### src/rtl/fifo_pkg.sv
// -----------------------------------------------------------------------------
// fifo_pkg
// Shared definitions for the synchronous FIFO family:
//   - pointer / occupancy-count width helpers derived from DEPTH
//   - read-mode encoding (standard registered read vs first-word-fall-through)
//   - parameter legality check used at elaboration by sync_fifo_flags
// No ports (package).
// -----------------------------------------------------------------------------
`timescale 1ns/1ps

package fifo_pkg;

  // Read-mode encoding carried by the FWFT parameter of sync_fifo_flags.
  typedef enum logic {
    MODE_STD  = 1'b0,
    MODE_FWFT = 1'b1
  } fifo_mode_e;

  // Pointer width: enough bits to address DEPTH entries.
  function automatic int ptr_width(input int depth);
    return $clog2(depth);
  endfunction

  // Count width: one bit wider than the pointers so DEPTH itself is representable.
  function automatic int count_width(input int depth);
    return $clog2(depth) + 1;
  endfunction

  function automatic bit is_pow2(input int value);
    return (value > 0) && ((value & (value - 1)) == 0);
  endfunction

  // Pointers wrap by natural overflow, so DEPTH must be a power of two.
  function automatic bit params_legal(input int width,
                                      input int depth,
                                      input int af_level,
                                      input int ae_level,
                                      input int mode);
    return (width >= 1) &&
           (depth >= 2) && is_pow2(depth) &&
           (af_level >= 1) && (af_level <= depth) &&
           (ae_level >= 0) && (ae_level <= depth - 1) &&
           ((mode == int'(MODE_STD)) || (mode == int'(MODE_FWFT)));
  endfunction

endpackage : fifo_pkg

### src/rtl/fifo_mem.sv
// -----------------------------------------------------------------------------
// fifo_mem
// Simple dual-port storage array, WIDTH x DEPTH. Synchronous write, asynchronous
// read. Contents are intentionally not reset.
// Ports:
//   clk      rising-edge clock for the write port
//   wr_en    write strobe
//   wr_addr  write address
//   wr_data  write data
//   rd_addr  read address
//   rd_data  read data (combinational from rd_addr)
// -----------------------------------------------------------------------------
`timescale 1ns/1ps

module fifo_mem
  import fifo_pkg::*;
#(
  parameter int WIDTH = 8,
  parameter int DEPTH = 8
) (
  input  logic                        clk,
  input  logic                        wr_en,
  input  logic [ptr_width(DEPTH)-1:0] wr_addr,
  input  logic [WIDTH-1:0]            wr_data,
  input  logic [ptr_width(DEPTH)-1:0] rd_addr,
  output logic [WIDTH-1:0]            rd_data
);

  logic [WIDTH-1:0] mem [DEPTH];

  // Write port: one word per accepted write.
  always_ff @(posedge clk) begin
    if (wr_en) begin
      mem[wr_addr] <= wr_data;
    end
  end

  // Asynchronous read lets the parent either register the word or present it
  // directly (first-word-fall-through).
  assign rd_data = mem[rd_addr];

endmodule : fifo_mem

### src/rtl/sync_fifo_flags.sv
// -----------------------------------------------------------------------------
// sync_fifo_flags
// Single-clock FIFO with simultaneous read/write, occupancy count, full/empty
// and programmable almost-full/almost-empty flags, overflow/underflow error
// pulses and an optional first-word-fall-through read mode.
// Ports:
//   clk           rising-edge clock
//   rst           synchronous reset, active-high
//   wr_en / din   write request and data
//   rd_en         read request (FWFT: pop of the head word)
//   dout / valid  read data and its qualifier
//   count         occupancy 0..DEPTH
//   full / empty  count == DEPTH / count == 0
//   almost_full   count >= AF_LEVEL
//   almost_empty  count <= AE_LEVEL
//   overflow      one-cycle pulse after a rejected write
//   underflow     one-cycle pulse after a rejected read
// -----------------------------------------------------------------------------
`timescale 1ns/1ps

module sync_fifo_flags
  import fifo_pkg::*;
#(
  parameter int WIDTH    = 8,
  parameter int DEPTH    = 8,
  parameter int AF_LEVEL = 6,
  parameter int AE_LEVEL = 2,
  parameter int FWFT     = 0
) (
  input  logic                     clk,
  input  logic                     rst,
  input  logic                     wr_en,
  input  logic [WIDTH-1:0]         din,
  input  logic                     rd_en,
  output logic [WIDTH-1:0]         dout,
  output logic                     valid,
  output logic [$clog2(DEPTH):0]   count,
  output logic                     full,
  output logic                     empty,
  output logic                     almost_full,
  output logic                     almost_empty,
  output logic                     overflow,
  output logic                     underflow
);

  localparam int PTR_W = ptr_width(DEPTH);
  localparam int CNT_W = count_width(DEPTH);

  localparam logic [PTR_W-1:0] PTR_ONE  = PTR_W'(1);
  localparam logic [CNT_W-1:0] CNT_ONE  = CNT_W'(1);
  localparam logic [CNT_W-1:0] CNT_FULL = CNT_W'(DEPTH);
  localparam logic [CNT_W-1:0] CNT_AF   = CNT_W'(AF_LEVEL);
  localparam logic [CNT_W-1:0] CNT_AE   = CNT_W'(AE_LEVEL);

  if (!params_legal(WIDTH, DEPTH, AF_LEVEL, AE_LEVEL, FWFT)) begin : g_param_check
    $error("sync_fifo_flags: illegal parameters WIDTH=%0d DEPTH=%0d AF_LEVEL=%0d AE_LEVEL=%0d FWFT=%0d",
           WIDTH, DEPTH, AF_LEVEL, AE_LEVEL, FWFT);
  end

  logic [PTR_W-1:0] wr_ptr;
  logic [PTR_W-1:0] rd_ptr;
  logic [CNT_W-1:0] count_q;
  logic             overflow_q;
  logic             underflow_q;
  logic             wr_accept;
  logic             rd_accept;
  logic [WIDTH-1:0] mem_rd_data;

  // Flags come only from the registered count, so they move on the same edge
  // as count and never see wr_en/rd_en combinationally.
  assign count        = count_q;
  assign full         = (count_q == CNT_FULL);
  assign empty        = (count_q == '0);
  assign almost_full  = (count_q >= CNT_AF);
  assign almost_empty = (count_q <= CNT_AE);
  assign overflow     = overflow_q;
  assign underflow    = underflow_q;

  // A write into a full FIFO is still taken when a read frees the slot on the
  // same edge. There is no bypass: a read of an empty FIFO is always rejected,
  // even if a write arrives in the same cycle.
  always_comb begin
    rd_accept = rd_en && !empty;
    wr_accept = wr_en && (!full || rd_accept);
  end

  fifo_mem #(
    .WIDTH (WIDTH),
    .DEPTH (DEPTH)
  ) u_mem (
    .clk     (clk),
    .wr_en   (wr_accept),
    .wr_addr (wr_ptr),
    .wr_data (din),
    .rd_addr (rd_ptr),
    .rd_data (mem_rd_data)
  );

  // Pointers, occupancy and the error pulses. Pointers wrap DEPTH-1 -> 0 by
  // natural overflow of their PTR_W bits.
  always_ff @(posedge clk) begin
    if (rst) begin
      wr_ptr      <= '0;
      rd_ptr      <= '0;
      count_q     <= '0;
      overflow_q  <= 1'b0;
      underflow_q <= 1'b0;
    end else begin
      overflow_q  <= wr_en && !wr_accept;
      underflow_q <= rd_en && !rd_accept;

      if (wr_accept) begin
        wr_ptr <= wr_ptr + PTR_ONE;
      end
      if (rd_accept) begin
        rd_ptr <= rd_ptr + PTR_ONE;
      end

      unique case ({wr_accept, rd_accept})
        2'b10:   count_q <= count_q + CNT_ONE;
        2'b01:   count_q <= count_q - CNT_ONE;
        default: count_q <= count_q;
      endcase
    end
  end

  if (FWFT == int'(MODE_FWFT)) begin : g_fwft
    // Head word is shown continuously; popping advances rd_ptr so the next
    // word (or valid=0) appears on the same edge.
    assign dout  = mem_rd_data;
    assign valid = !empty;
  end else begin : g_std
    logic [WIDTH-1:0] dout_q;
    logic             valid_q;

    // Registered read: the word is captured on the accepting edge and dout
    // holds it until the next accepted read; valid marks only that cycle.
    always_ff @(posedge clk) begin
      if (rst) begin
        dout_q  <= '0;
        valid_q <= 1'b0;
      end else begin
        valid_q <= rd_accept;
        if (rd_accept) begin
          dout_q <= mem_rd_data;
        end
      end
    end

    assign dout  = dout_q;
    assign valid = valid_q;
  end

  // Occupancy can never exceed DEPTH, and full/empty are mutually exclusive.
  a_count_range : assert property (@(posedge clk) disable iff (rst) count_q <= CNT_FULL);
  a_full_empty  : assert property (@(posedge clk) disable iff (rst) !(full && empty));

endmodule : sync_fifo_flags

### config.mk
export PLATFORM = sky130hd
export DESIGN_NAME = sync_fifo_flags
export DESIGN_NICKNAME = d
export VERILOG_FILES = /design/src/rtl/fifo_pkg.sv /design/src/rtl/fifo_mem.sv /design/src/rtl/sync_fifo_flags.sv
export SDC_FILE = /design/constraint.sdc
export NUM_CORES = 1
export LEC_CHECK = 0
export ABC_AREA = 0
export CAP_MARGIN = 20
export CORE_UTILIZATION = 30
export CTS_BUF_LIST = sky130_fd_sc_hd__clkbuf_8
export CTS_CLUSTER_DIAMETER = 120
export CTS_CLUSTER_SIZE = 40
export DETAILED_ROUTE_END_ITERATION = 6
export PLACE_DENSITY_LB_ADDON = 0.12
export RECOVER_POWER = 25
export SYNTH_ARGS = -nofsm -noshare
export SYNTH_HDL_FRONTEND = slang
export SYNTH_SLANG_ARGS = --single-unit
export TNS_END_PERCENT = 1
### constraint.sdc
create_clock -name clk -period 6.9 [get_ports clk]
set_input_delay 1.725 -clock clk [delete_from_list [all_inputs] [get_ports clk]]
set_output_delay 1.725 -clock clk [all_outputs]
set_load 0.05 [all_outputs]
After elaboration in Yosys (flattened, before gate mapping)
Memories as Yosys holds them, arrays and structs flattened. A register that Yosys moved wholly into a read port is not among the register bits.
Cells that the tools add are included.
Storage, ports and cells
  memories: 1
  register bits: 13
  memory bits (writable): 64
  bits of input ports: 12
Memory list
  u_mem.mem: words 8, bits a word 8, read ports 1, clocked after Yosys merged registers in 1, wr ports 1, RTL line fifo_mem.sv:29  | logic [WIDTH-1:0] mem [DEPTH];
Operators by class
  multiplexer cells: 3
  $add $sub $neg: 4
  reductions and logical operators: 11
  equality and inequality tests: 3
  magnitude comparators: 2
Operators with widths (number)
  $pmux 4 s2: 1
  $add 3x1->3 const B: 2
  $add 4x1->4 const B: 1
  $eq 4x4->1 const B: 1
  $ge 4x3->1 const B: 1
  $le 4x2->1 const B: 1
  $logic_and 1x1->1: 4
  $logic_not 1->1: 4
  $logic_not 4->1: 1
  $sub 4x1->4 const B: 1
  $eq 2x1->1 const B: 1
  $eq 2x2->1 const B: 1
  $mux 1: 2
  $reduce_bool 2->1: 1
  $logic_or 1x1->1: 1

Logic depth before layout (Yosys ltp)
Gate-level depths: netlist of the first run.
  word-level depth: 7
  depth in mapped cells: 11

Cells and area by module
Synthesis of the first run repeated with hierarchy kept, for this count alone.
Unflattened totals
  cell total of the unflattened synthesis: 216
  area total of the unflattened synthesis: 3513.4 µm²
By module, submodules not included
  fifo_mem: area an instance 2531.2 µm², cells an instance 106, sequential area each 1921.8 µm², times used 1
  sync_fifo_flags: area an instance 982.2 µm², cells an instance 110, sequential area each 420.4 µm², times used 1

Least setup slack after synthesis of the first run
No wires, ideal clock.
  path type: flip-flop to output port
  start point: register count_q[1], in the netlist count[1]
  end point: output port empty
  buffers on the path: 1
  arrival time: 2.225 ns
  stages on the path, launching flop included: 3
  required time: 5.175 ns
  path slack: 2.950 ns
  path through: dfxtp_1 -> buf_6 -> nor4_1
On the way
  longest elaborated chain between the ends: 1
RTL lines
  start: declaration: RTL line sync_fifo_flags.sv:62  | logic [CNT_W-1:0] count_q;
  start signal: assignment: RTL line sync_fifo_flags.sv:120  | 2'b10: count_q <= count_q + CNT_ONE;
  start signal: assignment: RTL line sync_fifo_flags.sv:121  | 2'b01: count_q <= count_q - CNT_ONE;
  start signal: assignment: RTL line sync_fifo_flags.sv:122  | default: count_q <= count_q;
  $logic_not 4->1: RTL line sync_fifo_flags.sv:73  | assign empty = (count_q == '0);
  end: declaration: RTL line sync_fifo_flags.sv:39  | output logic empty,
No other way between the ends.

Final worst setup path of the first run
  start point: register count_q[1], in the netlist count[1]
  end point: output port full
On the way
  longest elaborated chain between the ends: 1
RTL lines
  $eq 4x4->1: RTL line sync_fifo_flags.sv:72  | assign full = (count_q == CNT_FULL);
  end: declaration: RTL line sync_fifo_flags.sv:38  | output logic full,
No other way between the ends.

==> flow_summary.json, run 1 <==
{
  "dr.pass1.iters": 4,
  "hold_class": "reg -> reg",
  "numCtsBuffers": 9,
  "pwr-share-comb": 0.328,
  "synth_compound_area_frac": 0.0434,
  "core-area_um2": 10800,
  "post-route-cell-area_um2": 4040,
  "fill_cells": 1043,
  "crit_fanout": 11,
  "p_sw_mw": 0.577,
  "synth-seq-area-share": 0.701,
  "fin_ws_ns": 2.91,
  "post-cts-setup-buffers": 0,
  "total_power_mw": 1.64,
  "ir_drop_mv": 0.201,
  "run_status": "finished, final reports clean",
  "io_buffers": 30,
  "fp.dieArea_um2": 11600,
  "ctsLongestPathBuffers": 2,
  "final_hold_viol_count": 0,
  "grt.total_usage": 0.126,
  "ctsHoldBuffers": 0,
  "placed_area_um2": 3790,
  "synthesis.area_um2": 3340,
  "synth_seq_cells": 85,
  "swShare": 0.353,
  "area_delta_synth_final_pct": 20.8,
  "synth_mux_area_frac": 0.120,
  "arrival_ns": 2.27,
  "maxSlewHeadroom": 0.351,
  "fmax_ghz": 0.251,
  "worstSetupEndpointType": "output port",
  "post-route-period-util": 0.578,
  "critPathLaunchType": "flip-flop",
  "fin_skew_ns": 0.0136,
  "tightest_slew_ns": 0.968,
  "synth_top_family_by_area": "multiplexers",
  "dpl_worst_slack_ns": 2.64,
  "grt_setup_unrepaired": "no",
  "synth.distinct_cells": 36,
  "ctsResizeCount": 0,
  "layout_commonest_cell": "edfxtp_1",
  "setup_tns_ns": 0,
  "cts.clk_slew.worst_paths_ns": 0.09,
  "antenna_found_initial": 0,
  "critPathKind": "reg -> out",
  "grt.overflow.total": 0,
  "fp.dieH_um": 108,
  "synthCells": 199,
  "final-max-slew-violation-count": 0,
  "vias": 1753,
  "drive_above_1_share": 0.191,
  "nets": 248,
  "drt-total-wl_mm": 6.60,
  "clkPwrFrac": 0.269,
  "avgSynthCellArea_um2": 16.8,
  "ant_nets": 0,
  "mostFrequentLayoutCells": "64 x edfxtp_1, 24 x clkdlybuf4s50_1, 21 x dfxtp_1",
  "drt_iter0_markers": 77,
  "regArea_um2": 2340,
  "p_int_mw": 1.06,
  "p_leak_nw": 1.33,
  "drc": 0,
  "avgViaCountPerCell": 4.66,
  "yosys.area_share.simple": 0.0760,
  "synthAdderAreaFrac": 0.0187,
  "synthXorXnorAreaFrac": 0.0183,
  "pwr-share-seq": 0.403,
  "ios": 31,
  "antennaDiodeCount": 0,
  "place.gp.congestion": 0.692,
  "htreeDepth": 3,
  "clock_sinks": 85,
  "grt_max_degree": 23,
  "multi_input_area_um2": 951,
  "power.density_nw_per_um2": 405,
  "cts_root_buf": "clkbuf_8",
  "grt_pass1_vias": 1695,
  "grt_pass1_wl_mm": 10.1,
  "synth_nets": 216,
  "fp.dieW_um": 108,
  "num_rows": 38,
  "cts_tree": "done",
  "clk_latency_ns": 0.36,
  "start_util": 0.308,
  "yosysWarnings": 0,
  "dp_hpwl_mm": 4.03,
  "setup_violations": 0,
  "cap_violations": 0,
  "fin_crit_ns": 3.99,
  "wire_per_inst_um": 17.6,
  "required_ns": 5.18
}
==> layer usage <==
metal  vias up  GRT usage  wire, um
met2        31      0.176      2870
met1       873      0.181      3320
met4         0     0.0587       120
met3        10     0.0327       282
li1        839          -         -
met5         -          0         0
==> critical path, stage by stage (launching register included) <==
cell and delay, ns:
dfxtp_1 0.43, or4b_4 0.61, inv_1 0.08, clkdlybuf4s50_1 0.79
==> synthesized netlist by cell type (all sizes together) <==
cell	n	share of area
xnor2	1	0.0026
mux2i	3	0.0090
nand2b	3	0.0056
a21oi	3	0.0045
ha	5	0.019
inv	1	0.0011
nor4	2	0.0037
o22ai	8	0.015
xor2	6	0.016
a211oi	1	0.0022
and3b	1	0.0026
mux4	16	0.11
a21o	1	0.0026
mux2	1	0.0034
nor2b	5	0.0094
dfxtp	21	0.13
nand2	3	0.0034
a31oi	1	0.0019
o41a	1	0.0037
edfxtp	64	0.58
buf	7	0.016
or4b	1	0.0041
clkbuf	4	0.0052
nor2	20	0.022
nor4b	1	0.0026
o32ai	1	0.0026
nor3	12	0.018
or3	2	0.0041
o211ai	2	0.0045
o21ai	2	0.0064
==> registers in the layout, indices dropped and copies added, names as in the netlist <==
signal     flops
count          4
dout           8
overflow       1
rd_ptr         3
u_mem.mem     64
underflow      1
valid          1
wr_ptr         3
==> stage by stage <==
step	std cells	hold WS, ns	utilization
2_1_floorplan	199	0.492	-
3_3_place_gp	360	0.478	0.349
3_5_place_dp	360	0.484	0.349
4_1_cts	376	0.497	0.372
5_1_grt	376	0.519	0.372
6_report	376	0.497	0.372
==> cell families after synthesis <==
| logic type | Yosys count |
|---|---|
| simple gates | 50 |
| fa+ha+maj | 5 |
| flops | 85 |
| mux | 20 |
| xor+xnor | 7 |
| buf+inv | 12 |
| compound gates | 20 |
==> cell type report <==
class,count,area share
clock buffer,9,0.0307
clock inverter,7,0.0310
inverter,1,0.000930
multi-input combinational,102,0.236
sequential,85,0.580
tap,140,0.0434
timing repair buffer,32,0.0781
==> power by group through the flow <==
stage | Clock [mW] | Sequential, mW | Combinational (mW)
final | 0.440 | 0.659 | 0.537
after global routing | 0.469 | 0.670 | 0.572
after CTS | 0.450 | 0.660 | 0.545
after detailed placement | 0 | 0.672 | 0.544
after global placement | 0 | 0.674 | 0.546
after floorplan | 0 | 0.768 | 0.288
==> path summary, 6_finish.rpt <==
| kind | to | cells after the start | start | slack, ns |
|---|---|---|---|---|
| setup / recovery | full | 3 | count[1]$_SDFFE_PP0P_ | 2.91 |
| hold / removal | dout[2]$_SDFFE_PP0P_ | 2 | dout[2]$_SDFFE_PP0P_ | 0.50 |
| setup reg to reg | count[3]$_SDFFE_PP0P_ | 6 | count[1]$_SDFFE_PP0P_ | 4.08 |
| hold reg to reg | dout[2]$_SDFFE_PP0P_ | 2 | dout[2]$_SDFFE_PP0P_ | 0.50 |
Power figures use the tool's default switching activity.
==> run 2, diff against run 1 <==
- clock period: 6.9 -> 4 ns (I/O delays scaled with it)
==> run 2 against run 1 <==
Effect of this change: worst hold slack barely moved; via count rose by 3.9%; sequential power rose by 73%; routed wire length rose by 2.3%; register-to-register slack got worse by 2.9 ns; non-clock buffer count rose by 7; flip-flop and latch count did not move; critical path depth did not move; sequential share of layout area rose by 0.27 points; critical path type unchanged; largest power group unchanged.
==> flow_summary.json, run 2 (synthesized netlist as in run 1, its figures left out) <==
{
  "run_status": "finished, final reports clean",
  "ant_nets": 0,
  "largest_reg_flops": 64,
  "fill_cells": 1079,
  "fp.dieW_um": 108,
  "ctsResizeCount": 0,
  "setup_tns_ns": 0,
  "numCtsBuffers": 9,
  "vias": 1822,
  "htreeDepth": 3,
  "clock_sinks": 85,
  "ctsHoldBuffers": 0,
  "grt_max_degree": 23,
  "post-cts-setup-buffers": 0,
  "cap_violations": 0,
  "power.density_nw_per_um2": 668,
  "critPathLaunchType": "flip-flop",
  "tightest_slew_ns": 0.922,
  "largest-register": "u_mem.mem",
  "antenna_found_initial": 0,
  "grt.overflow.total": 0,
  "fp.dieH_um": 108,
  "layout_commonest_cell": "edfxtp_1",
  "dr.pass1.iters": 4,
  "final-max-slew-violation-count": 0,
  "grt.total_usage": 0.129,
  "arrival_ns": 2.28,
  "antennaDiodeCount": 0,
  "place.gp.congestion": 0.689,
  "drive_above_1_share": 0.193,
  "ir_drop_mv": 0.331,
  "dpl_worst_slack_ns": 0.468,
  "wire_per_inst_um": 17.6,
  "num_rows": 38,
  "critPathKind": "reg -> out",
  "fin_skew_ns": 0.00953,
  "fp.dieArea_um2": 11600,
  "fin_crit_ns": 3.28,
  "grt_pass1_vias": 1772,
  "start_util": 0.308,
  "maxSlewHeadroom": 0.385,
  "required_ns": 3.00,
  "fmax_ghz": 0.305,
  "setup_violations": 0,
  "hold_class": "reg -> reg",
  "post-route-period-util": 0.819,
  "drt-total-wl_mm": 6.75,
  "dp_hpwl_mm": 4.14,
  "p_leak_nw": 1.34,
  "nets": 255,
  "io_buffers": 30,
  "cts_tree": "done",
  "fin_ws_ns": 0.725,
  "ios": 31,
  "clk_latency_ns": 0.36,
  "crit_fanout": 11,
  "mostFrequentLayoutCells": "64 x edfxtp_1, 24 x clkdlybuf4s50_1, 21 x dfxtp_1",
  "drc": 0,
  "cts.clk_slew.worst_paths_ns": 0.09,
  "cts_root_buf": "clkbuf_8",
  "worstSetupEndpointType": "output port",
  "grt_pass1_wl_mm": 10.4,
  "grt_setup_unrepaired": "no",
  "drt_iter0_markers": 59,
  "ctsLongestPathBuffers": 2,
  "avgViaCountPerCell": 4.76,
  "core-area_um2": 10800,
  "final_hold_viol_count": 0,
  "area_delta_synth_final_pct": 20.2
}
run 2: changes by cell type in the layout (fill, tap and decap cells not counted), sizes merged:
cell / previous run / this run
inv: 5 / 4
bufinv: 3 / 1
buf: 2 / 9
clkinv: 0 / 3
run 2: layout make-up:
type                            count  area (um^2)  area share
Inverter                            1         3.75    0.000934
Clock inverter                      7         73.8      0.0184
Sequential cell                    85         2340       0.583
Multi-Input combinational cell    102          931       0.232
Tap cell                          140          175      0.0436
Timing Repair Buffer               39          368      0.0916
Clock buffer                        9          124      0.0308
run 2: per-layer routing:
layer	GRT usage	routed length [um]	up-vias
met3	0.0254	218	10
met4	0.0793	148	0
li1	-	-	851
met5	0	0	-
met1	0.183	3400	927
met2	0.181	2990	34
run 2: stage by stage:
| stage | utilization | area, um^2 | hold WS [ns] | total power [mW] | instances |
|---|---|---|---|---|---|
| floorplan | - | 3340 | 0.492 | 1.82 | 199 |
| CTS | 0.371 | 4020 | 0.498 | 2.73 | 383 |
| finish | 0.371 | 4020 | 0.498 | 2.68 | 383 |
| global placement | 0.352 | 3820 | 0.479 | 2.11 | 367 |
| detailed placement | 0.352 | 3820 | 0.481 | 2.10 | 367 |
| global route | 0.371 | 4020 | 0.528 | 2.83 | 383 |
run 2: report_power, final:
group	internal [mW]	total (mW)	leakage (nW)	switching [mW]
Clock	0.292	0.614	0.105	0.322
Sequential	1.05	1.14	0.753	0.0933
Combinational	0.359	0.929	0.476	0.571
run 2: final timing paths:
| check | startpoint | endpoint | slack [ns] | cells past startpoint |
|---|---|---|---|---|
| max | count[1]$_SDFFE_PP0P_ | full | 0.72 | 3 |
| min | dout[5]$_SDFFE_PP0P_ | dout[5]$_SDFFE_PP0P_ | 0.50 | 2 |
| max reg2reg | count[1]$_SDFFE_PP0P_ | count[3]$_SDFFE_PP0P_ | 1.21 | 6 |
| min reg2reg | dout[5]$_SDFFE_PP0P_ | dout[5]$_SDFFE_PP0P_ | 0.50 | 2 |
run 2: worst max-delay path: stages, from the launching register on:
cell and delay (ns):
dfxtp_1 0.43, or4b_4 0.62, inv_1 0.08, clkdlybuf4s50_1 0.79
==> run 3, diff against run 2 <==
- clock period: 4 -> 3.25 ns (I/O delays scaled with it)
==> run 3 against run 2 <==
Effect of this change: sequential share of layout area down 0.77 points; via count shrank 0.82%; critical path depth did not move; sequential power is 20% higher; clock power grew 31%; die area is the same; final area is 1.3% higher; global-route usage shrank 0.26 points.
==> flow_summary.json, run 3 (synthesized netlist as in run 1, its figures left out) <==
{
  "final-max-slew-violation-count": 0,
  "start_util": 0.308,
  "grt.overflow.total": 0,
  "fp.dieW_um": 108,
  "antenna_found_initial": 0,
  "clock_sinks": 85,
  "grt_pass1_wl_mm": 10.2,
  "maxSlewHeadroom": 0.419,
  "largest_reg_flops": 64,
  "grt_max_degree": 19,
  "place.gp.congestion": 0.666,
  "ctsHoldBuffers": 0,
  "dp_hpwl_mm": 4.18,
  "clk_latency_ns": 0.36,
  "crit_fanout": 11,
  "num_rows": 38,
  "grt_setup_unrepaired": "no",
  "setup_violations": 0,
  "placed_cells": 372,
  "layout_commonest_cell": "edfxtp_1",
  "final_cells": 388,
  "final_hold_viol_count": 0,
  "cap_violations": 0,
  "p_leak_nw": 1.37,
  "cts_root_buf": "clkbuf_8",
  "dpl_worst_slack_ns": 0.152,
  "post-route-period-util": 0.954,
  "power.density_nw_per_um2": 829,
  "grt_pass1_vias": 1729,
  "ant_nets": 0,
  "critPathKind": "reg -> out",
  "avgViaCountPerCell": 4.66,
  "vias": 1807,
  "io_buffers": 30,
  "drt_iter0_markers": 78,
  "worstSetupEndpointType": "output port",
  "post-cts-setup-buffers": 0,
  "core-area_um2": 10800,
  "fp.dieArea_um2": 11600,
  "ios": 31,
  "drive_above_1_share": 0.206,
  "drc": 0,
  "cts_tree": "done",
  "whs_path_depth": 2,
  "ctsResizeCount": 0,
  "grt_most_used_layer": "met2",
  "required_ns": 2.44,
  "grt_use_met3": 0.0454,
  "post-route-cell-area_um2": 4070,
  "mostFrequentLayoutCells": "64 x edfxtp_1, 24 x clkdlybuf4s50_1, 21 x dfxtp_1",
  "antennaDiodeCount": 0,
  "dr.pass1.iters": 4,
  "run_status": "finished, final reports clean",
  "htreeDepth": 3,
  "ir_drop_mv": 0.422,
  "fmax_ghz": 0.322,
  "largest-register": "u_mem.mem",
  "reg2regPathDepth": 6,
  "grt_use_met1": 0.169,
  "area_delta_synth_final_pct": 21.8,
  "critPathLaunchType": "flip-flop",
  "setup_tns_ns": 0,
  "drt-total-wl_mm": 6.59,
  "numCtsBuffers": 9,
  "wire_per_inst_um": 17.0,
  "ctsLongestPathBuffers": 2,
  "use_met2": 0.189,
  "r2r_slack_ns": 0.53,
  "cts.clk_slew.worst_paths_ns": 0.09,
  "nets": 260,
  "grt.total_usage": 0.127,
  "arrival_ns": 2.29,
  "fin_crit_ns": 3.10,
  "fin_ws_ns": 0.148,
  "hold_class": "reg -> reg",
  "tightest_slew_ns": 0.870,
  "fin_skew_ns": 0.0113,
  "placed_area_um2": 3860,
  "fp.dieH_um": 108,
  "fill_cells": 1036
}
run 3: cell count changes in the layout (fill, tap and decap cells not counted), sizes merged:
cell and change:
buf +5, bufinv +1, inv -1
run 3: critical path, stage by stage (launching register included):
cell and delay, ns:
dfxtp_1 0.44, or4b_4 0.62, inv_1 0.08, clkdlybuf4s50_1 0.79
run 3: metrics by stage:
stage               power (mW)  hold slack (ns)  utilization
finish                    3.37            0.491        0.376
global route              3.55            0.506        0.376
CTS                       3.42            0.494        0.376
detailed placement        2.61            0.482        0.356
global placement          2.62            0.478        0.356
floorplan                 2.24            0.492            -
run 3: worst paths after layout:
path,startpoint,to
setup reg to reg,count[1]$_SDFFE_PP0P_,count[3]$_SDFFE_PP0P_
setup / recovery,count[1]$_SDFFE_PP0P_,full
hold / removal,dout[0]$_SDFFE_PP0P_,dout[0]$_SDFFE_PP0P_
hold reg to reg,dout[0]$_SDFFE_PP0P_,dout[0]$_SDFFE_PP0P_
run 3: cell type report:
class	instances	area [um^2]	area share
Inverter	1	3.75	0.000922
Timing Repair Buffer	44	405	0.0996
Tap cell	140	175	0.0430
Clock buffer	9	124	0.0304
Clock inverter	7	90.1	0.0221
Multi-Input combinational cell	102	931	0.229
Sequential cell	85	2340	0.575
run 3: metal layers:
layer,part of all wire,wire length [um]
met5,0,0
met4,0.012,77
met3,0.041,272
met2,0.46,3050
met1,0.48,3200
run 3: power breakdown:
part / leakage, nW / switching (mW) / total [mW] / internal [mW]
Combinational: 0.502 / 0.723 / 1.19 / 0.470
Sequential: 0.753 / 0.0860 / 1.37 / 1.29
Clock: 0.112 / 0.377 / 0.807 / 0.430
